### config.mk
export PLATFORM = sky130hd
export DESIGN_NAME = mem_port_arbiter_flat
export DESIGN_NICKNAME = d
export VERILOG_FILES = /design/src/rtl/mem_port_arbiter_if.sv /design/src/rtl/mem_port_arbiter.sv /design/src/flat_wrapper.sv
export SDC_FILE = /design/constraint.sdc
export NUM_CORES = 1
export LEC_CHECK = 0
export BUFFER_PORTS_ARGS = -buffer_cell sky130_fd_sc_hd__buf_2
export CAP_MARGIN = 20
export CORE_ASPECT_RATIO = 1.5
export CORE_MARGIN = 2
export CORE_UTILIZATION = 40
export CTS_CLUSTER_SIZE = 8
export DETAILED_ROUTE_END_ITERATION = 7
export HOLD_SLACK_MARGIN = 0.15
export PLACE_DENSITY = 0.74
export SKIP_LAST_GASP = 1
export SLEW_MARGIN = 5
export SYNTH_ARGS = -nofsm -noshare
export SYNTH_HDL_FRONTEND = slang
export SYNTH_SLANG_ARGS = --single-unit
### constraint.sdc
create_clock -name clk -period 2.1 [get_ports clk]
set_input_delay 0.63 -clock clk [delete_from_list [all_inputs] [get_ports clk]]
set_output_delay 0.63 -clock clk [all_outputs]
set_load 0.01 [all_outputs]
### src/rtl/mem_port_arbiter_if.sv
// Bundle of the requester-side and cache-side signals of the memory-port arbiter.
// The slave modport is the arbiter; the master modport is the requesters plus the cache.
interface mem_port_arbiter_if #(
    parameter int N_CH = 2,
    parameter int AW   = 32,
    parameter int DW   = 32
);
    logic [N_CH-1:0]    req_valid;
    logic [N_CH-1:0]    req_we;
    logic [N_CH*AW-1:0] req_addr;
    logic [N_CH*DW-1:0] req_wdata;
    logic [N_CH-1:0]    req_ack;
    logic [N_CH-1:0]    rsp_valid;
    logic [DW-1:0]      rsp_rdata;
    logic [N_CH-1:0]    stall;
    logic               cache_ren;
    logic               cache_wen;
    logic [AW-1:0]      cache_addr;
    logic [DW-1:0]      cache_dout;
    logic [DW-1:0]      cache_din;
    logic               cache_rdy;
    logic               err_timeout;

    modport slave (
        input  req_valid, req_we, req_addr, req_wdata, cache_din, cache_rdy,
        output req_ack, rsp_valid, rsp_rdata, stall,
        output cache_ren, cache_wen, cache_addr, cache_dout, err_timeout
    );

    modport master (
        output req_valid, req_we, req_addr, req_wdata, cache_din, cache_rdy,
        input  req_ack, rsp_valid, rsp_rdata, stall,
        input  cache_ren, cache_wen, cache_addr, cache_dout, err_timeout
    );
endinterface

### src/rtl/mem_port_arbiter.sv
// N-channel arbiter in front of a single cache port: one access in flight at a time,
// round-robin or fixed priority, with a BUSY watchdog and a sticky timeout flag.
module mem_port_arbiter #(
    parameter int N_CH       = 2,
    parameter int AW         = 32,
    parameter int DW         = 32,
    parameter int FIXED_PRIO = 0,
    parameter int TIMEOUT    = 64
) (
    input  logic               clk,
    input  logic               rst_n,
    mem_port_arbiter_if.slave  bus
);
    localparam int CW = (N_CH > 1) ? $clog2(N_CH) : 1;
    localparam int TW = (TIMEOUT > 1) ? $clog2(TIMEOUT) : 1;
    localparam logic [CW:0]   NCH_W = (CW+1)'(N_CH);
    localparam logic [TW-1:0] TLIM  = (TIMEOUT > 0) ? TW'(TIMEOUT - 1) : '0;

    typedef enum logic [1:0] {IDLE, BUSY, RESP} state_t;

    state_t            state_reg;
    logic [CW-1:0]     ch_reg;
    logic [CW-1:0]     rr_ptr_reg;
    logic              we_reg;
    logic [TW-1:0]     tcnt_reg;
    logic [N_CH-1:0]   rsp_valid_reg;
    logic [DW-1:0]     rsp_rdata_reg;
    logic              cache_ren_reg;
    logic              cache_wen_reg;
    logic [AW-1:0]     cache_addr_reg;
    logic [DW-1:0]     cache_dout_reg;
    logic              err_reg;

    logic [AW-1:0]     ch_addr  [N_CH];
    logic [DW-1:0]     ch_wdata [N_CH];
    logic              grant_valid;
    logic [CW-1:0]     grant_ch;
    logic [CW:0]       cand;
    logic [N_CH-1:0]   req_ack_next;

    generate
        for (genvar gi = 0; gi < N_CH; gi++) begin : g_unpack
            assign ch_addr[gi]  = bus.req_addr[gi*AW +: AW];
            assign ch_wdata[gi] = bus.req_wdata[gi*DW +: DW];
        end
    endgenerate

    // Scan starts at rr_ptr (round-robin) or at 0 (fixed); first requester found wins.
    always_comb begin
        grant_valid = 1'b0;
        grant_ch    = '0;
        cand        = '0;
        for (int k = 0; k < N_CH; k++) begin
            if (FIXED_PRIO != 0) begin
                cand = (CW+1)'(k);
            end else begin
                cand = {1'b0, rr_ptr_reg} + (CW+1)'(k);
                if (cand >= NCH_W) cand = cand - NCH_W;
            end
            if (!grant_valid && bus.req_valid[cand[CW-1:0]]) begin
                grant_valid = 1'b1;
                grant_ch    = cand[CW-1:0];
            end
        end
    end

    always_comb begin
        req_ack_next = '0;
        if (state_reg == IDLE && grant_valid) req_ack_next[grant_ch] = 1'b1;
    end

    assign bus.req_ack     = req_ack_next;
    assign bus.rsp_valid   = rsp_valid_reg;
    assign bus.rsp_rdata   = rsp_rdata_reg;
    assign bus.stall       = bus.req_valid & ~rsp_valid_reg;
    assign bus.cache_ren   = cache_ren_reg;
    assign bus.cache_wen   = cache_wen_reg;
    assign bus.cache_addr  = cache_addr_reg;
    assign bus.cache_dout  = cache_dout_reg;
    assign bus.err_timeout = err_reg;

    always_ff @(posedge clk or negedge rst_n) begin
        if (!rst_n) begin
            state_reg      <= IDLE;
            ch_reg         <= '0;
            rr_ptr_reg     <= '0;
            we_reg         <= 1'b0;
            tcnt_reg       <= '0;
            rsp_valid_reg  <= '0;
            rsp_rdata_reg  <= '0;
            cache_ren_reg  <= 1'b0;
            cache_wen_reg  <= 1'b0;
            cache_addr_reg <= '0;
            cache_dout_reg <= '0;
            err_reg        <= 1'b0;
        end else begin
            rsp_valid_reg <= '0;
            case (state_reg)
                IDLE: begin
                    if (grant_valid) begin
                        ch_reg         <= grant_ch;
                        we_reg         <= bus.req_we[grant_ch];
                        cache_addr_reg <= ch_addr[grant_ch];
                        cache_dout_reg <= ch_wdata[grant_ch];
                        cache_ren_reg  <= ~bus.req_we[grant_ch];
                        cache_wen_reg  <= bus.req_we[grant_ch];
                        tcnt_reg       <= '0;
                        state_reg      <= BUSY;
                    end
                end
                BUSY: begin
                    if (bus.cache_rdy) begin
                        rsp_rdata_reg          <= we_reg ? '0 : bus.cache_din;
                        cache_ren_reg          <= 1'b0;
                        cache_wen_reg          <= 1'b0;
                        rsp_valid_reg[ch_reg]  <= 1'b1;
                        state_reg              <= RESP;
                    end else if (TIMEOUT != 0 && tcnt_reg == TLIM) begin
                        // Abort: the requester still gets a response so its stage unfreezes.
                        err_reg                <= 1'b1;
                        rsp_rdata_reg          <= '0;
                        cache_ren_reg          <= 1'b0;
                        cache_wen_reg          <= 1'b0;
                        rsp_valid_reg[ch_reg]  <= 1'b1;
                        state_reg              <= RESP;
                    end else begin
                        tcnt_reg <= tcnt_reg + 1'b1;
                    end
                end
                RESP: begin
                    tcnt_reg   <= '0;
                    rr_ptr_reg <= (ch_reg == CW'(N_CH - 1)) ? '0 : ch_reg + 1'b1;
                    state_reg  <= IDLE;
                end
                default: state_reg <= IDLE;
            endcase
        end
    end
endmodule

### src/flat_wrapper.sv
// flat-port wrapper written by rule: the top's interface ports become plain ports
module mem_port_arbiter_flat 
#(
    parameter int N_CH       = 2,
    parameter int AW         = 32,
    parameter int DW         = 32,
    parameter int FIXED_PRIO = 0,
    parameter int TIMEOUT    = 64
)
  (clk, rst_n, bus_req_valid, bus_req_we, bus_req_addr, bus_req_wdata, bus_cache_din, bus_cache_rdy, bus_req_ack, bus_rsp_valid, bus_rsp_rdata, bus_stall, bus_cache_ren, bus_cache_wen, bus_cache_addr, bus_cache_dout, bus_err_timeout);
  mem_port_arbiter_if #(.N_CH(N_CH), .AW(AW), .DW(DW)) bus_i ();
  input  logic clk;
  input  logic rst_n;
  input wire logic [$bits(bus_i.req_valid)-1:0] bus_req_valid;
  input wire logic [$bits(bus_i.req_we)-1:0] bus_req_we;
  input wire logic [$bits(bus_i.req_addr)-1:0] bus_req_addr;
  input wire logic [$bits(bus_i.req_wdata)-1:0] bus_req_wdata;
  input wire logic [$bits(bus_i.cache_din)-1:0] bus_cache_din;
  input wire logic [$bits(bus_i.cache_rdy)-1:0] bus_cache_rdy;
  output wire logic [$bits(bus_i.req_ack)-1:0] bus_req_ack;
  output wire logic [$bits(bus_i.rsp_valid)-1:0] bus_rsp_valid;
  output wire logic [$bits(bus_i.rsp_rdata)-1:0] bus_rsp_rdata;
  output wire logic [$bits(bus_i.stall)-1:0] bus_stall;
  output wire logic [$bits(bus_i.cache_ren)-1:0] bus_cache_ren;
  output wire logic [$bits(bus_i.cache_wen)-1:0] bus_cache_wen;
  output wire logic [$bits(bus_i.cache_addr)-1:0] bus_cache_addr;
  output wire logic [$bits(bus_i.cache_dout)-1:0] bus_cache_dout;
  output wire logic [$bits(bus_i.err_timeout)-1:0] bus_err_timeout;
  assign bus_i.req_valid = bus_req_valid;
  assign bus_i.req_we = bus_req_we;
  assign bus_i.req_addr = bus_req_addr;
  assign bus_i.req_wdata = bus_req_wdata;
  assign bus_i.cache_din = bus_cache_din;
  assign bus_i.cache_rdy = bus_cache_rdy;
  assign bus_req_ack = bus_i.req_ack;
  assign bus_rsp_valid = bus_i.rsp_valid;
  assign bus_rsp_rdata = bus_i.rsp_rdata;
  assign bus_stall = bus_i.stall;
  assign bus_cache_ren = bus_i.cache_ren;
  assign bus_cache_wen = bus_i.cache_wen;
  assign bus_cache_addr = bus_i.cache_addr;
  assign bus_cache_dout = bus_i.cache_dout;
  assign bus_err_timeout = bus_i.err_timeout;
  mem_port_arbiter #(.N_CH(N_CH), .AW(AW), .DW(DW), .FIXED_PRIO(FIXED_PRIO), .TIMEOUT(TIMEOUT)) u_core (.clk(clk), .rst_n(rst_n), .bus(bus_i));
endmodule
==> qor.csv <==
metric,value,unit
status,completed,
routed_wl,13600,um
synth_mux_area_share,0.213,%
track_usage,20.9,%
synth_seq_cells,112,
p_per_area,1370,mW/mm^2
critPathSlowestCell,dfrtp_2,
worstPathRequired,1.47,ns
synth_top_family_by_area,compound AO/OA/AOI/OAI gates,
synthAdderAreaFrac,0.266,%
start_util,41.0,%
ys_warn_count,0,
r2r_start,u_core.tcnt_reg[0]$_DFFE_PN0P_,
path_cells,nor2_4 -> nand2_1 -> a21oi_4 -> buf_2,
std_cell_rows,48,
p_sw,0.00317,W
hold_class,primary input to asynchronous set/reset pin,
grt_pass1_vias,4274,
cts-root-buf,clkbuf_16,
seq_area_frac_synth,59.5,%
clock_latency,0.34,ns
place_congestion,0.753,
wl_met3,1280,um
slowest_delay,0.48,ns
power_frac_clock,17.7,%
reg2regPathDepth,5,
synth_area,0.00471,sq mm
syn_inst,362,
first_pass_iters,4,
combPwrFrac,42.5,%
critPathCaptureType,output port,
cts_max_path_buffers,2,
drv_slew,0,
drcViolationCount,0,
synthSimpleGateAreaFrac,12.2,%
drt-initial-drc-count,158,
fin_crit,2.03,ns
period_share,96.9,%
cts_tree,yes,
grt_pass1_wl,21200,um
die_h,137,um
leakage,3.44,nW
area_growth,38.5,%
ioPinCount,272,
cp_max_fo,8,
internal-power,0.00575,W
p_seq_share,39.8,%
core,0.0115,sq mm
dp_hpwl,9730,um
yosys.area.top_type,dfrtp_1,
cts_buffers,9,
routed_via_density,5.31,
grt_overflow,0,
final_cells,782,
finalSetupViolCount,0,
clk_transition_reported_paths,0.07,ns
top_layer,met4,
cts_num_sinks,112,
worst_slew_pin_slew,0.577,ns
antenna_found_initial,0,
timing.rr.end,u_core.tcnt_reg[3]$_DFFE_PN0P_,
wl_per_cell,17.4,um
arrival,1.40,ns
synthTopCellsByArea,"dfrtp_1, a221o_1, and2_1",
grt_max_degree,113,
tns,0,ns
yosys.area.top_type_share,59.5,%
syn_avg_cell_area,13.0,sq um
synth_xor_area_share,0,%
ant_nets,0,
critPathKind,flip-flop to output port,
fp.dieArea,0.0127,sq mm
rsz0062_at_grt,no,
m1WireLength,5300,um
cap_violations,0,
swShare,35.5,%
drive_gt1_share,48.9,%
dr_wl_met2,6700,um
finalHoldViolations,0,
layout.nets,795,
via_count,4154,
path_buf_inv,1,
antenna_cells,0,
syn-num-nets,530,
ff2ff_setup_slack,0.38,ns
h-tree-depth,3,
synth.distinct_cells,43,
crit_family,flip-flops,
die_w,92.6,um
skew,0.0111,ns
synth_compound_area_share,23.7,%
max-slew-margin-rel,61.5,%
setup.worst_path.start_class,flip-flop,
port_buffers,271,
dp.cells,765,
ir_drop,0.602,mV
fmax,492,MHz
worst max-delay path by stage:
| stage | from | endpoint | slack [ns] | depth (start not counted) |
|---|---|---|---|---|
| after floorplan | bus_req_valid[0] | bus_req_ack[1] | 0.24 | 4 |
| after global placement | bus_req_valid[0] | bus_req_ack[1] | 0.14 | 5 |
| after detailed placement | bus_req_valid[0] | bus_req_ack[1] | 0.15 | 5 |
| after CTS | u_core.state_reg[0]$_DFFE_PN0P_ | bus_req_ack[0] | 0.02 | 4 |
| after global routing | u_core.state_reg[1]$_DFFE_PN0P_ | bus_req_ack[0] | 0.008 | 4 |
| final | u_core.state_reg[1]$_DFFE_PN0P_ | bus_req_ack[0] | 0.07 | 4 |
power groups by stage:
stage          Sequential (W)  Clock [W]  Combinational, W
6_report              0.00355    0.00158           0.00379
5_1_grt               0.00365    0.00171           0.00414
4_1_cts               0.00355    0.00162           0.00380
3_5_place_dp          0.00355          0           0.00379
3_3_place_gp          0.00353          0           0.00369
2_1_floorplan         0.00385          0           0.00196
worst reg2reg max path, stage by stage, from the launching register on:
cell	delay, ns
dfrtp_1	0.41
ha_1	0.26
and4_4	0.20
a21o_4	0.24
or4_1	0.46
nand3_1	0.09
placed cells by master, fill, tap and decap left out, types with 2 or more instances in the layout:
master | synthesis | routed
buf_2 | 12 | 270
dfrtp_1 | 112 | 110
a221o_1 | 64 | 64
and2_1 | 56 | 56
a22o_1 | 32 | 32
clkbuf_16 | 0 | 9
buf_4 | 4 | 9
nand2_1 | 8 | 8
and2_0 | 8 | 8
a21oi_1 | 7 | 6
buf_12 | 0 | 4
nor2_1 | 3 | 3
nand3_1 | 3 | 3
o21ai_0 | 3 | 3
nor2b_1 | 2 | 2
inv_1 | 2 | 2
nand2b_1 | 2 | 2
nor4_1 | 2 | 2
a21o_1 | 2 | 2
a211o_1 | 2 | 2
a31oi_1 | 2 | 2
clkinvlp_4 | 0 | 2
clkbuf_1 | 7 | 2
dfrtp_2 | 0 | 2
what timing repair did:
action,CTS,global route
resized for setup,2,0
hold buffers,0,0
endpoints found under the hold margin,0,0
setup buffers,0,1
endpoints found under the setup margin,1,1
synthesized netlist by cell type (all sizes together):
cell and number:
dfrtp 112, a221o 64, and2 64, a22o 32, buf 22, nand2 9, a21oi 7, clkbuf 7
o21ai 5, nor2 4, a21o 3, inv 3, nand3 3, a211o 2, a31oi 2, nand2b 2
nor2b 2, nor3 2, nor4 2, a32o 1, and3 1, and4 1, ha 1, mux2i 1
nor3b 1, nor4b 1, o211a 1, o211ai 1, o21a 1, o22ai 1, o2bb2ai 1, o31ai 1
o41ai 1, or4 1
layer usage:
| layer | vias up | GRT usage, % |
|---|---|---|
| met1 | 1985 | 25.9 |
| met2 | 230 | 35.3 |
| met3 | 26 | 5.23 |
| li1 | 1913 | - |
| met4 | 0 | 7.88 |
| met5 | - | 0 |
per-stage QoR:
| step | setup WS (ns) | cell area [sq um] | util [%] | hold slack (ns) | power, W |
|---|---|---|---|---|---|
| finish | 0.0655 | 6520 | 56.8 | 0.365 | 0.00891 |
| global route | 0.00797 | 6520 | 56.8 | 0.418 | 0.00950 |
| global placement | 0.143 | 6230 | 54.4 | 0.457 | 0.00722 |
| detailed placement | 0.145 | 6230 | 54.4 | 0.469 | 0.00735 |
| floorplan | 0.239 | 4710 | - | 0.334 | 0.00580 |
| CTS | 0.0188 | 6510 | 56.8 | 0.390 | 0.00897 |
cells by family (layout without fill, tap and decap cells):
| family | Yosys count | after routing |
|---|---|---|
| AO/OA/AOI/OAI | 123 | 123 |
| adder cells (fa/ha/maj) | 1 | 1 |
| buffers and inverters | 32 | 302 |
| flip-flops | 112 | 112 |
| multiplexers | 1 | 1 |
| AND/OR/NAND/NOR | 93 | 93 |
area by class of cell:
| class | count | area, sq um |
|---|---|---|
| Timing Repair Buffer | 283 | 1500 |
| Tap cell | 150 | 188 |
| Clock buffer | 12 | 246 |
| Fill cell | 983 | 4950 |
| Clock inverter | 4 | 28.8 |
| Sequential cell | 112 | 2810 |
| Inverter | 3 | 11.3 |
| Multi-Input combinational cell | 218 | 1740 |
No activity file was read; power rests on OpenSTA's default activity.
